==> src/rtl/truth_table_sweeper.sv <==
// truth_table_sweeper: drives all 16 {a,b,c,d} vectors into a 4-input function,
// holds each for SETTLE_CYCLES+1 cycles, and captures f into a truth table and ones count.
module truth_table_sweeper #(
  parameter int SETTLE_CYCLES = 2
) (
  input  logic        clk,
  input  logic        rst_n,
  input  logic        i_start,
  input  logic        i_abort,
  input  logic        i_f_in,
  output logic        o_a,
  output logic        o_b,
  output logic        o_c,
  output logic        o_d,
  output logic        o_busy,
  output logic        o_done,
  output logic [15:0] o_table_out,
  output logic [4:0]  o_ones_count
);
  typedef enum logic [1:0] {IDLE, SETTLE, SAMPLE, DONE} state_t;
  localparam logic [3:0] LAST_WAIT = 4'(SETTLE_CYCLES - 1);
  state_t      r_state;
  state_t      w_next;
  logic [3:0]  r_idx;
  logic [3:0]  r_wait;
  logic [15:0] r_table;
  logic [4:0]  r_ones;
  logic        r_busy;
  logic        w_accept;
  logic        w_sample;
  logic        w_count;
  always_ff @(posedge clk or negedge rst_n) begin
    if (!rst_n) r_state <= IDLE;
    else r_state <= w_next;
  end
  // abort outranks both start and the SAMPLE capture
  always_comb begin
    w_next   = r_state;
    w_accept = 1'b0;
    w_sample = 1'b0;
    w_count  = 1'b0;
    unique case (r_state)
      IDLE: if (i_start && !i_abort) begin
        w_next   = SETTLE;
        w_accept = 1'b1;
      end
      SETTLE: if (i_abort) w_next = IDLE;
        else if (r_wait == LAST_WAIT) w_next = SAMPLE;
        else w_count = 1'b1;
      SAMPLE: if (i_abort) w_next = IDLE;
        else begin
          w_sample = 1'b1;
          w_next   = (r_idx == 4'd15) ? DONE : SETTLE;
        end
      DONE: w_next = IDLE;
      default: w_next = IDLE;
    endcase
  end
  always_ff @(posedge clk or negedge rst_n) begin
    if (!rst_n) begin
      r_idx   <= '0;
      r_wait  <= '0;
      r_table <= '0;
      r_ones  <= '0;
      r_busy  <= 1'b0;
    end else if (w_accept) begin
      r_idx   <= '0;
      r_wait  <= '0;
      r_table <= '0;
      r_ones  <= '0;
      r_busy  <= 1'b1;
    end else begin
      if (w_next == IDLE) r_busy <= 1'b0;
      if (w_count) r_wait <= r_wait + 4'd1;
      if (w_sample) begin
        r_table[r_idx] <= i_f_in;
        r_ones         <= r_ones + {4'd0, i_f_in};
        if (r_idx != 4'd15) begin
          r_idx  <= r_idx + 4'd1;
          r_wait <= '0;
        end
      end
    end
  end
  assign {o_a, o_b, o_c, o_d} = r_idx;
  assign o_busy       = r_busy;
  assign o_done       = (r_state == DONE);
  assign o_table_out  = r_table;
  assign o_ones_count = r_ones;
endmodule

==> config.mk <==
export PLATFORM = sky130hd
export DESIGN_NAME = truth_table_sweeper
export DESIGN_NICKNAME = d
export VERILOG_FILES = /design/src/rtl/truth_table_sweeper.sv
export SDC_FILE = /design/constraint.sdc
export NUM_CORES = 1
export LEC_CHECK = 0
export ABC_AREA = 1
export ABC_CLOCK_PERIOD_IN_PS = 3100
export BUFFER_PORTS_ARGS = -buffer_cell sky130_fd_sc_hd__buf_2
export CAP_MARGIN = 20
export CORE_MARGIN = 2
export CORE_UTILIZATION = 55
export CTS_CLUSTER_DIAMETER = 50
export DETAILED_ROUTE_END_ITERATION = 12
export PLACE_DENSITY = 0.79
export SLEW_MARGIN = 20
export SYNTH_ARGS = -nofsm -noshare
export SYNTH_HDL_FRONTEND = slang
export SYNTH_SLANG_ARGS = --single-unit
==> constraint.sdc <==
create_clock -name clk -period 3.1 [get_ports clk]
set_clock_uncertainty 0.05 [all_clocks]
set_input_delay 0.465 -clock clk [delete_from_list [all_inputs] [get_ports clk]]
set_output_delay 0.465 -clock clk [all_outputs]
set_load 0.02 [all_outputs]
==> impl_metrics.csv <==
group,metric,value,unit
setup_path,crit_path_end_kind,"register",
sta,slew_headroom,53.3,%
sta,tns,0,ns
clock_tree,root_buffer,"clkbuf_4",
floorplan,dieArea,3710,sq um
grt,antenna_found_initial,0,
placement,dp_hpwl,2540,um
pwr,sw_frac_of_total,31.9,%
pwr,power.total,0.930,mW
pwr,internal_power,0.633,mW
pwr,combPwrFrac,20.8,%
sta,rsz0062_at_grt,"false",
synthesis,ys_ff_latch,32,
sta,max_slew.worst_pin.slew,0.701,ns
detailed_routing,dr.first_iter.drc_count,89,
job,drv_cap,0,
grt,grt_pass1_vias,1409,
synthesis,yosys_warnings,0,
setup_path,crit_type,"register to register",
floorplan,die_w,60.9,um
grt,grt-ovfl-total,0,
final_layout,drive_above_1_share,24.6,%
synthesis,synthDistinctLibCells,23,
final_layout,antenna_cells,0,
clock_tree,cts_max_path_buffers,2,
floorplan,die_h,60.9,um
detailed_routing,drt-pass1-iter-count,4,
floorplan,num_rows,20,
pwr,seqPwrFrac,50.3,%
sta,slew_violations,0,
synthesis,syn_area_per_cell,8.31,sq um
status,status,"complete, no violations",
clock_tree,postCtsResizedCells,0,
pwr,p_clk_share,28.9,%
pwr,p_per_area,471,nW/um^2
sta,clock.fmax,610,MHz
clock_tree,hold_buffers,0,
detailed_routing,drcViolationCount,0,
clock_tree,clock_latency,0.34,ns
clock_tree,numCtsBuffers,5,
detailed_routing,vias,1530,
sta,finalCritPeriodShare,52.8,%
detailed_routing,viasPerCell,5.31,
sta,period_minus_slack,1.64,ns
setup_path,critPathMaxFanout,15,
clock_tree,cts_tree,"done",
detailed_routing,drtAntennaViolNets,0,
detailed_routing,post_drt_wl_per_cell,12.7,um
grt,grt_use_total,22.3,%
sta,hold_viol,0,
synthesis,synth.area.top_cells,"dfrtp_1 (45%), nand2_1 (9.5%), ha_1 (5.6%)",
synthesis,yosysSeqAreaShare,45.0,%
synthesis,synthesis.area,1780,sq um
floorplan,io_pins,32,
synthesis,syn_inst,214,
setup_path,critPathTopFamily,"buffers and inverters",
final_layout,syn_to_final_growth,10.9,%
setup_path,path_buf_inv,2,
clock_tree,clkTransAtPathRegs,0.10,ns
synthesis,yosysTopAreaCell,"dfrtp_1",
pwr,p_switching,0.297,mW
synthesis,synth_top_area_share,45.0,%
setup_path,start_kind,"register",
synthesis,syn-num-nets,227,
setup_path,slowest_stage,"dfrtp_1",
detailed_routing,wirelength,3660,um
placement,port-buffer-count,31,
setup_path,reg2reg_from,"r_state[0]",
grt,grt_first_pass_wirelength,6020,um
setup_path,arrival,1.82,ns
floorplan,coreArea,3050,sq um
final_layout,fin_nets,257,
setup_path,crit_required,3.28,ns
setup_path,crit_chain,"nor2_1 -> nand2_4 -> inv_1 -> nor2_4 -> inv_2 -> o21ai_2",
grt,grt_start_max_net_pins,33,
clock_tree,clock-sinks,32,
pwr,ir_drop,269,uV
min_path,worstHoldPathType,"primary input to asynchronous set/reset pin",
floorplan,initial_core_util,58.3,%
sta,finalSetupViolations,0,
setup_path,max_stage_delay,0.44,ns
pwr,p_leak,1.04,nW
placement,gp_congestion,0.794,
clock_tree,cts_setup_buffers,0,
clock_tree,h-tree-depth,2,
setup_path,crit_start,"r_state[0]",
setup_path,reg2reg_slack,1.46,ns
## per-stage QoR
| step | area [sq um] | setup WS, ns | hold WS, ns | util (%) | cells |
|---|---|---|---|---|---|
| after CTS | 1970 | 1.45 | 0.123 | 64.6 | 288 |
| final | 1970 | 1.46 | 0.106 | 64.6 | 288 |
| after global placement | 1910 | 1.35 | 0.400 | 62.5 | 281 |
| after global routing | 1970 | 1.31 | 0.160 | 64.6 | 288 |
| after detailed placement | 1910 | 1.35 | 0.410 | 62.5 | 281 |
| after floorplan | 1780 | 1.61 | 0.119 | - | 214 |
## cells by family (layout without fill, tap and decap cells)
family | after synthesis | in the layout | synth area share [%]
simple gates | 105 | 105 | 28.2
flops | 32 | 32 | 45.0
fa+ha+maj | 8 | 8 | 5.63
buf+inv | 31 | 61 | 9.42
compound gates | 38 | 38 | 11.7
## state kept, by name, summed over array words and instances, names as in the netlist
name	count
r_wait	4
o_table_out	16
o_busy	1
r_idx	4
o_ones_count	5
r_state	2
## synth_stat cells
master / instances
a21oi_1: 16
a21oi_2: 3
buf_2: 1
buf_4: 2
buf_6: 3
clkbuf_8: 2
dfrtp_1: 32
ha_1: 8
inv_1: 19
inv_2: 4
nand2_1: 45
nand2_2: 3
nand2_4: 1
nand3_1: 12
nand3_2: 1
nand4_1: 13
nor2_1: 19
nor2_2: 5
nor2_4: 3
nor3_1: 3
o21ai_0: 14
o21ai_1: 3
o21ai_2: 2
## final timing paths
check | endpoint | cells past startpoint
setup / recovery | r_idx[0] | 6
hold / removal | r_wait[2] | 1
setup reg to reg | r_idx[0] | 6
hold reg to reg | o_busy | 2
max in group asynchronous | o_table_out[9] | 1
min in group clk | o_busy | 2
## placed cells by master (no fill, tap or decap), types with 4 or more instances in the layout
master and count:
ha_1 8, o21ai_0 14, nand3_1 12, buf_2 31, dfrtp_1 32, inv_2 4, clkbuf_4 5, inv_1 19
a21oi_1 16, nand2_1 45, nor2_1 19, nor2_2 5, nand4_1 13
## area by class of cell
cell class                      count  area [sq um]
Fill cell                         271          1080
Multi-Input combinational cell    151           811
Sequential cell                    32           801
Timing Repair Buffer               31           155
Inverter                           23          86.3
Clock buffer                        7          65.1
Tap cell                           44          55.1
## power groups by stage
| stage | Clock (mW) | Sequential (mW) | Combinational (mW) |
|---|---|---|---|
| final | 0.269 | 0.468 | 0.193 |
| after CTS | 0.274 | 0.468 | 0.194 |
| after detailed placement | 0 | 0.476 | 0.193 |
| after global placement | 0 | 0.475 | 0.187 |
| after floorplan | 0 | 0.483 | 0.142 |
| after global routing | 0.290 | 0.471 | 0.222 |
## metal layers
metal	share of wire, %	GRT usage [%]	vias up
met5	0	0	-
met4	1.7	11.5	0
met3	5.2	7.46	10
met2	49	33.6	51
met1	44	28.6	704
li1	-	-	765
Power figures use the tool's default switching activity.
